**config.mk**
```make
export PLATFORM = sky130hd
export DESIGN_NAME = traffic_sensor
export DESIGN_NICKNAME = d
export VERILOG_FILES = /design/src/rtl/traffic_sensor_pkg.sv /design/src/rtl/traffic_sensor_queue.sv /design/src/rtl/traffic_sensor.sv
export SDC_FILE = /design/constraint.sdc
export NUM_CORES = 1
export LEC_CHECK = 0
export ABC_AREA = 1
export CAP_MARGIN = 20
export CORE_MARGIN = 1
export CORE_UTILIZATION = 52
export DETAILED_ROUTE_END_ITERATION = 8
export PLACE_DENSITY = 0.78
export SYNTH_ARGS = -nofsm -noshare
export SYNTH_HDL_FRONTEND = slang
export SYNTH_HIERARCHICAL = 1
export SYNTH_SLANG_ARGS = --single-unit
```
**constraint.sdc**
```tcl
create_clock -name clk -period 3.07 [get_ports clk]
set_input_delay 0.7675 -clock clk [delete_from_list [all_inputs] [get_ports clk]]
set_output_delay 0.7675 -clock clk [all_outputs]
set_load 0.02 [all_outputs]
```
**src/rtl/traffic_sensor_pkg.sv**
```systemverilog
// Shared light encodings, violation codes and the light-transition rule
// used by the traffic sensor and its per-street queues.
package traffic_sensor_pkg;

    localparam logic [1:0] LIGHT_GREEN  = 2'b00;
    localparam logic [1:0] LIGHT_YELLOW = 2'b01;
    localparam logic [1:0] LIGHT_RED    = 2'b10;
    localparam logic [1:0] LIGHT_BAD    = 2'b11;

    localparam logic [1:0] ERR_NONE      = 2'b00;
    localparam logic [1:0] ERR_BAD_ENC   = 2'b01;
    localparam logic [1:0] ERR_CONFLICT  = 2'b10;
    localparam logic [1:0] ERR_BAD_TRANS = 2'b11;

    // Departure timer width; covers DEPART_CYC up to 15.
    localparam int TIMER_W = 4;

    // A light may hold its value or advance one step around G->Y->R->G.
    function automatic logic legal_step(input logic [1:0] prev, input logic [1:0] cur);
        logic ok;
        case (prev)
            LIGHT_GREEN:  ok = (cur == LIGHT_GREEN)  || (cur == LIGHT_YELLOW);
            LIGHT_YELLOW: ok = (cur == LIGHT_YELLOW) || (cur == LIGHT_RED);
            LIGHT_RED:    ok = (cur == LIGHT_RED)    || (cur == LIGHT_GREEN);
            default:      ok = 1'b0;
        endcase
        return ok;
    endfunction

endpackage

```
**src/rtl/traffic_sensor_queue.sv**
```systemverilog
// One street: saturating car counter, departure timer while green,
// one-cycle drop pulse on overflow and a registered traffic-present flag.
module traffic_queue
    import traffic_sensor_pkg::*;
#(
    parameter int QW         = 4,
    parameter int DEPART_CYC = 3
) (
    input  logic          clk,
    input  logic          reset,
    input  logic          arrive,
    input  logic [1:0]    light,
    output logic [QW-1:0] q,
    output logic          t,
    output logic          drop
);

    localparam logic [QW-1:0]      Q_MAX  = '1;
    localparam logic [TIMER_W-1:0] T_LAST = TIMER_W'(DEPART_CYC - 1);

    logic [QW-1:0]      count_q, count_d;
    logic [TIMER_W-1:0] timer_q, timer_d;
    logic               drop_q, drop_d;
    logic               green;
    logic               full;
    logic               depart;

    always_comb begin
        green   = (light == LIGHT_GREEN);
        full    = (count_q == Q_MAX);
        depart  = green && (timer_q == T_LAST) && (count_q != '0);
        timer_d = '0;
        count_d = count_q;
        drop_d  = 1'b0;

        if (green && (timer_q != T_LAST)) begin
            timer_d = timer_q + 1'b1;
        end

        // Arrival and departure together cancel, even at full count.
        if (arrive && !depart) begin
            if (full) begin
                drop_d = 1'b1;
            end else begin
                count_d = count_q + 1'b1;
            end
        end else if (depart && !arrive) begin
            count_d = count_q - 1'b1;
        end
    end

    always_ff @(posedge clk) begin
        if (!reset) begin
            count_q <= '0;
            timer_q <= '0;
            drop_q  <= 1'b0;
        end else begin
            count_q <= count_d;
            timer_q <= timer_d;
            drop_q  <= drop_d;
        end
    end

    assign q    = count_q;
    assign t    = (count_q != '0);
    assign drop = drop_q;

endmodule

```
**src/rtl/traffic_sensor.sv**
```systemverilog
// Two-street traffic sensor: per-street car queues plus a sticky checker
// that latches the first light-protocol violation it sees.
module traffic_sensor
    import traffic_sensor_pkg::*;
#(
    parameter int QW         = 4,
    parameter int DEPART_CYC = 3
) (
    input  logic          clk,
    input  logic          reset,
    input  logic          arrive_a,
    input  logic          arrive_b,
    input  logic [1:0]    LA,
    input  logic [1:0]    LB,
    output logic          TA,
    output logic          TB,
    output logic [QW-1:0] qa,
    output logic [QW-1:0] qb,
    output logic          drop_a,
    output logic          drop_b,
    output logic          err,
    output logic [1:0]    err_code
);

    traffic_queue #(.QW(QW), .DEPART_CYC(DEPART_CYC)) u_queue_a (
        .clk    (clk),
        .reset  (reset),
        .arrive (arrive_a),
        .light  (LA),
        .q      (qa),
        .t      (TA),
        .drop   (drop_a)
    );

    traffic_queue #(.QW(QW), .DEPART_CYC(DEPART_CYC)) u_queue_b (
        .clk    (clk),
        .reset  (reset),
        .arrive (arrive_b),
        .light  (LB),
        .q      (qb),
        .t      (TB),
        .drop   (drop_b)
    );

    logic [1:0] prev_la_q, prev_la_d;
    logic [1:0] prev_lb_q, prev_lb_d;
    logic       err_q, err_d;
    logic [1:0] err_code_q, err_code_d;
    logic       bad_enc;
    logic       conflict;
    logic       bad_trans;
    logic [1:0] viol_code;

    always_comb begin
        prev_la_d  = LA;
        prev_lb_d  = LB;
        bad_enc    = (LA == LIGHT_BAD) || (LB == LIGHT_BAD);
        conflict   = (LA != LIGHT_RED) && (LB != LIGHT_RED);
        bad_trans  = !legal_step(prev_la_q, LA) || !legal_step(prev_lb_q, LB);
        viol_code  = ERR_NONE;
        err_d      = err_q;
        err_code_d = err_code_q;

        if (bad_enc) begin
            viol_code = ERR_BAD_ENC;
        end else if (conflict) begin
            viol_code = ERR_CONFLICT;
        end else if (bad_trans) begin
            viol_code = ERR_BAD_TRANS;
        end

        // Only the first violation is recorded; the flag then sticks until reset.
        if (!err_q && (viol_code != ERR_NONE)) begin
            err_d      = 1'b1;
            err_code_d = viol_code;
        end
    end

    always_ff @(posedge clk) begin
        if (!reset) begin
            prev_la_q  <= LIGHT_GREEN;
            prev_lb_q  <= LIGHT_RED;
            err_q      <= 1'b0;
            err_code_q <= ERR_NONE;
        end else begin
            prev_la_q  <= prev_la_d;
            prev_lb_q  <= prev_lb_d;
            err_q      <= err_d;
            err_code_q <= err_code_d;
        end
    end

    assign err      = err_q;
    assign err_code = err_code_q;

endmodule

```
==> flow_summary.yaml <==
route:
  wl_per_cell_um: 11.5
  routed_antenna_nets: 0
  drtIter0Drc: 38
  detailed_route_via_count: 1299
  vias_per_cell: 5.26
  drc: 0
  drt-pass1-iter-count: 4
  overall_routed_net_length_um: 2840
placed_design:
  routability_cong: 0.851
  placement.io_buffers: 22
  hpwl_detailed_um: 2270
  post-place-cells: 243
sta:
  maxSlewHeadroom: 0.749
  tightestPinTransition_ns: 0.375
  slew_viol_final: 0
  period_needed_ns: 2.59
  skew_ns: 0.00403
  report.final.hold_viol_count: 0
  final_min_period_over_clock_period: 0.844
  grt_setup_unrepaired: "false"
  achievable-frequency_mhz: 386
  tns_ns: 0
  final_report_setup_violation_count: 0
min_path:
  timing.hold.worst_path_depth: 2
  hold_path.startpoint: "err_code[1]"
  timing.hold.worst_endpoint: "err_code[1]"
  min-delay-path-class: "reg -> reg"
synth:
  post_synth.cell_area_avg_um2: 7.59
  synthDominantCellAreaShare: 0.349
  synth_seq_cells: 25
  synth_area_um2: 1430
  synthesis.yosys.warnings: 6
  synthTopCellsByArea: "sky130_fd_sc_hd__dfxtp_1 (35%), sky130_fd_sc_hd__ha_1 (12%), sky130_fd_sc_hd__inv_1 (7.3%)"
  mappedNetlistNets: 213
  synth_cells: 189
  synthDominantAreaCellType: "sky130_fd_sc_hd__dfxtp_1"
  post_synth_num_cell_types: 20
  synth_seq_area_share: 0.349
die:
  fp-row-count: 18
  floorplan.core_area_um2: 2540
  dieWidth_um: 54.5
  die_y_um: 54.5
  die_area_um2: 2970
  design.portCount: 23
  initial_core_util: 0.563
cts:
  tritoncts: "yes"
  cts_setup_buffers: 0
  postCtsResizedCells: 0
  clk_pin_slew_ns: 0.13
  ctsHoldBuffers: 0
  numCtsBuffers: 3
  cts.sinks: 25
  ctsHtreeMaxLevel: 1
  ctsRootBufferMaster: "sky130_fd_sc_hd__clkbuf_4"
  clock_tree.buffer_depth: 2
  worst_skew_pair.late_latency_ns: 0.31
power:
  register_share_of_total_power: 0.513
  power_density_nw_per_um2: 414
  clockPowerShare: 0.200
  power.ir.vdd_worst_mv: 0.286
  netSwitchingFraction: 0.323
  p_leak_nw: 0.830
  combPwrFrac: 0.287
  switching_power_mw: 0.232
  intPower_mw: 0.486
worst_setup_path:
  reg2regPathDepth: 15
  worst-endpoint-arrival_ns: 2.81
  critical_path.reg2reg.startpoint: "u_queue_b/timer_q[0]"
  crit_path_start_kind: "input port"
  cp_data_required_time_ns: 3.29
  critPathMaxFanout: 5
  r2r_setup_slack_ns: 0.96
  crit_path_end_kind: "flop"
  r2r-end: "u_queue_b/q[3]"
  worst_setup_path_class: "in -> reg"
final_layout:
  layout.area.seq_um2: 500
  fin_nets: 242
  instances_no_fill: 247
  layout_overhead_on_the_synthesized_area_pct: 20.9
  layout.core_utilization: 0.681
  multiInputGateArea_um2: 813
  insertedDiodeCount: 0
  final_layout_size_suffix_gt1_frac: 0.138
  fillers: 211
run_status:
  status: "complete, no violations"
global_routing:
  first_global_vias: 1087
  grt_antenna_before_repair: 0
  grt_pass1_wl_um: 4290
  grt_max_degree: 14
  global_route.usage.total: 0.202
  grt_overflow_total: 0
run:
  maxCapViolations: 0
==> routing by layer <==
layer / vias up / wire length (µm) / track usage
met2: 41 / 1420 / 0.390
met4: 0 / 20 / 0.0513
li1: 659 / - / -
met1: 595 / 1260 / 0.227
met3: 4 / 130 / 0.0278
met5: - / 0 / 0
==> cell families after synthesis <==
| logic type | share of synthesized area |
|---|---|
| simple gates | 0.307 |
| flops | 0.349 |
| fa+ha+maj | 0.150 |
| compound gates | 0.0855 |
| buf+inv | 0.0838 |
| xor+xnor | 0.0244 |
==> power by group through the flow <==
stage          clock network (mW)  registers (mW)  logic [mW]
3_3_place_gp                    0           0.375       0.198
6_report                    0.144           0.368       0.206
2_1_floorplan                   0           0.390       0.110
5_1_grt                     0.164           0.373       0.228
4_1_cts                     0.150           0.368       0.207
3_5_place_dp                    0           0.375       0.206
==> critical path: stages <==
cell	delay, ns
sky130_fd_sc_hd__clkdlybuf4s50_1	0.48
sky130_fd_sc_hd__nor2_1	0.27
sky130_fd_sc_hd__nand3_2	0.15
sky130_fd_sc_hd__nand2_2	0.15
sky130_fd_sc_hd__ha_1	0.28
sky130_fd_sc_hd__nand2_1	0.09
sky130_fd_sc_hd__nand2_1	0.05
sky130_fd_sc_hd__a21oi_1	0.15
sky130_fd_sc_hd__nand3_1	0.15
sky130_fd_sc_hd__nand2_2	0.10
sky130_fd_sc_hd__nor2_2	0.04
sky130_fd_sc_hd__nor2_1	0.08
sky130_fd_sc_hd__nor2_1	0.05
==> Yosys cell counts <==
| library cell | n |
|---|---|
| sky130_fd_sc_hd__xor2_1 | 2 |
| sky130_fd_sc_hd__fa_1 | 2 |
| sky130_fd_sc_hd__a21oi_1 | 12 |
| sky130_fd_sc_hd__nand2_4 | 2 |
| sky130_fd_sc_hd__dfxtp_1 | 25 |
| sky130_fd_sc_hd__inv_2 | 4 |
| sky130_fd_sc_hd__nand3_1 | 7 |
| sky130_fd_sc_hd__nand4_1 | 7 |
| sky130_fd_sc_hd__o21ai_0 | 7 |
| sky130_fd_sc_hd__nand2_1 | 27 |
| sky130_fd_sc_hd__xnor2_1 | 2 |
| sky130_fd_sc_hd__ha_1 | 14 |
| sky130_fd_sc_hd__o21a_1 | 2 |
| sky130_fd_sc_hd__nand2_2 | 9 |
| sky130_fd_sc_hd__nor2_1 | 25 |
| sky130_fd_sc_hd__inv_1 | 28 |
| sky130_fd_sc_hd__nor2_2 | 6 |
| sky130_fd_sc_hd__nand3_2 | 4 |
| sky130_fd_sc_hd__nor3_1 | 2 |
| sky130_fd_sc_hd__o22ai_1 | 2 |
==> sequential cells by signal (all words and copies together) (netlist names) <==
| signal | count |
|---|---|
| err | 1 |
| prev_lb_q | 2 |
| err_code | 2 |
| u_queue_b/q | 4 |
| u_queue_b/timer_q | 4 |
| u_queue_a/timer_q | 4 |
| u_queue_a/drop | 1 |
| u_queue_b/drop | 1 |
| u_queue_a/q | 4 |
| prev_la_q | 2 |
==> area by class of cell <==
cell class,count,share of cell area
Clock buffer,4,0.0152
Inverter,32,0.0693
Multi-Input combinational cell,132,0.469
Sequential cell,25,0.289
Tap cell,30,0.0217
Timing Repair Buffer,24,0.136
==> metrics by stage <==
stage	hold WS (ns)	area (µm²)	setup WS (ns)	power (mW)
final	0.455	1730	0.479	0.718
after global routing	0.494	1730	0.359	0.765
after CTS	0.460	1730	0.485	0.725
after detailed placement	0.441	1710	0.145	0.581
after global placement	0.443	1710	0.256	0.573
after floorplan	0.430	1430	0.915	0.500
==> placed cells by master, fill, tap and decap left out <==
master	instances
sky130_fd_sc_hd__o21ai_0	7
sky130_fd_sc_hd__dfxtp_1	25
sky130_fd_sc_hd__inv_1	28
sky130_fd_sc_hd__clkbuf_4	3
sky130_fd_sc_hd__nor3_1	2
sky130_fd_sc_hd__nor2_1	25
sky130_fd_sc_hd__nand4_1	7
sky130_fd_sc_hd__nand2_1	27
sky130_fd_sc_hd__clkbuf_1	1
sky130_fd_sc_hd__o21a_1	2
sky130_fd_sc_hd__buf_4	2
sky130_fd_sc_hd__xnor2_1	2
sky130_fd_sc_hd__inv_2	4
sky130_fd_sc_hd__a21oi_1	12
sky130_fd_sc_hd__nand3_2	4
sky130_fd_sc_hd__fa_1	2
sky130_fd_sc_hd__ha_1	14
sky130_fd_sc_hd__nor2_2	6
sky130_fd_sc_hd__o22ai_1	2
sky130_fd_sc_hd__nand2_4	2
sky130_fd_sc_hd__xor2_1	2
sky130_fd_sc_hd__nand2_2	9
sky130_fd_sc_hd__nand3_1	7
sky130_fd_sc_hd__clkdlybuf4s50_1	22
==> how the worst max path moves through the flow <==
stage          startpoint             end  depth (start not counted)
3_5_place_dp        LA[1]  u_queue_a/q[3]                         13
4_1_cts             LA[1]  u_queue_a/q[3]                         13
5_1_grt             LA[1]  u_queue_a/q[3]                         14
3_3_place_gp        LA[1]  u_queue_a/q[3]                         13
2_1_floorplan       LA[1]  u_queue_a/q[3]                         12
6_report            LA[1]  u_queue_a/q[3]                         13
No activity file was read; power rests on OpenSTA's default activity.
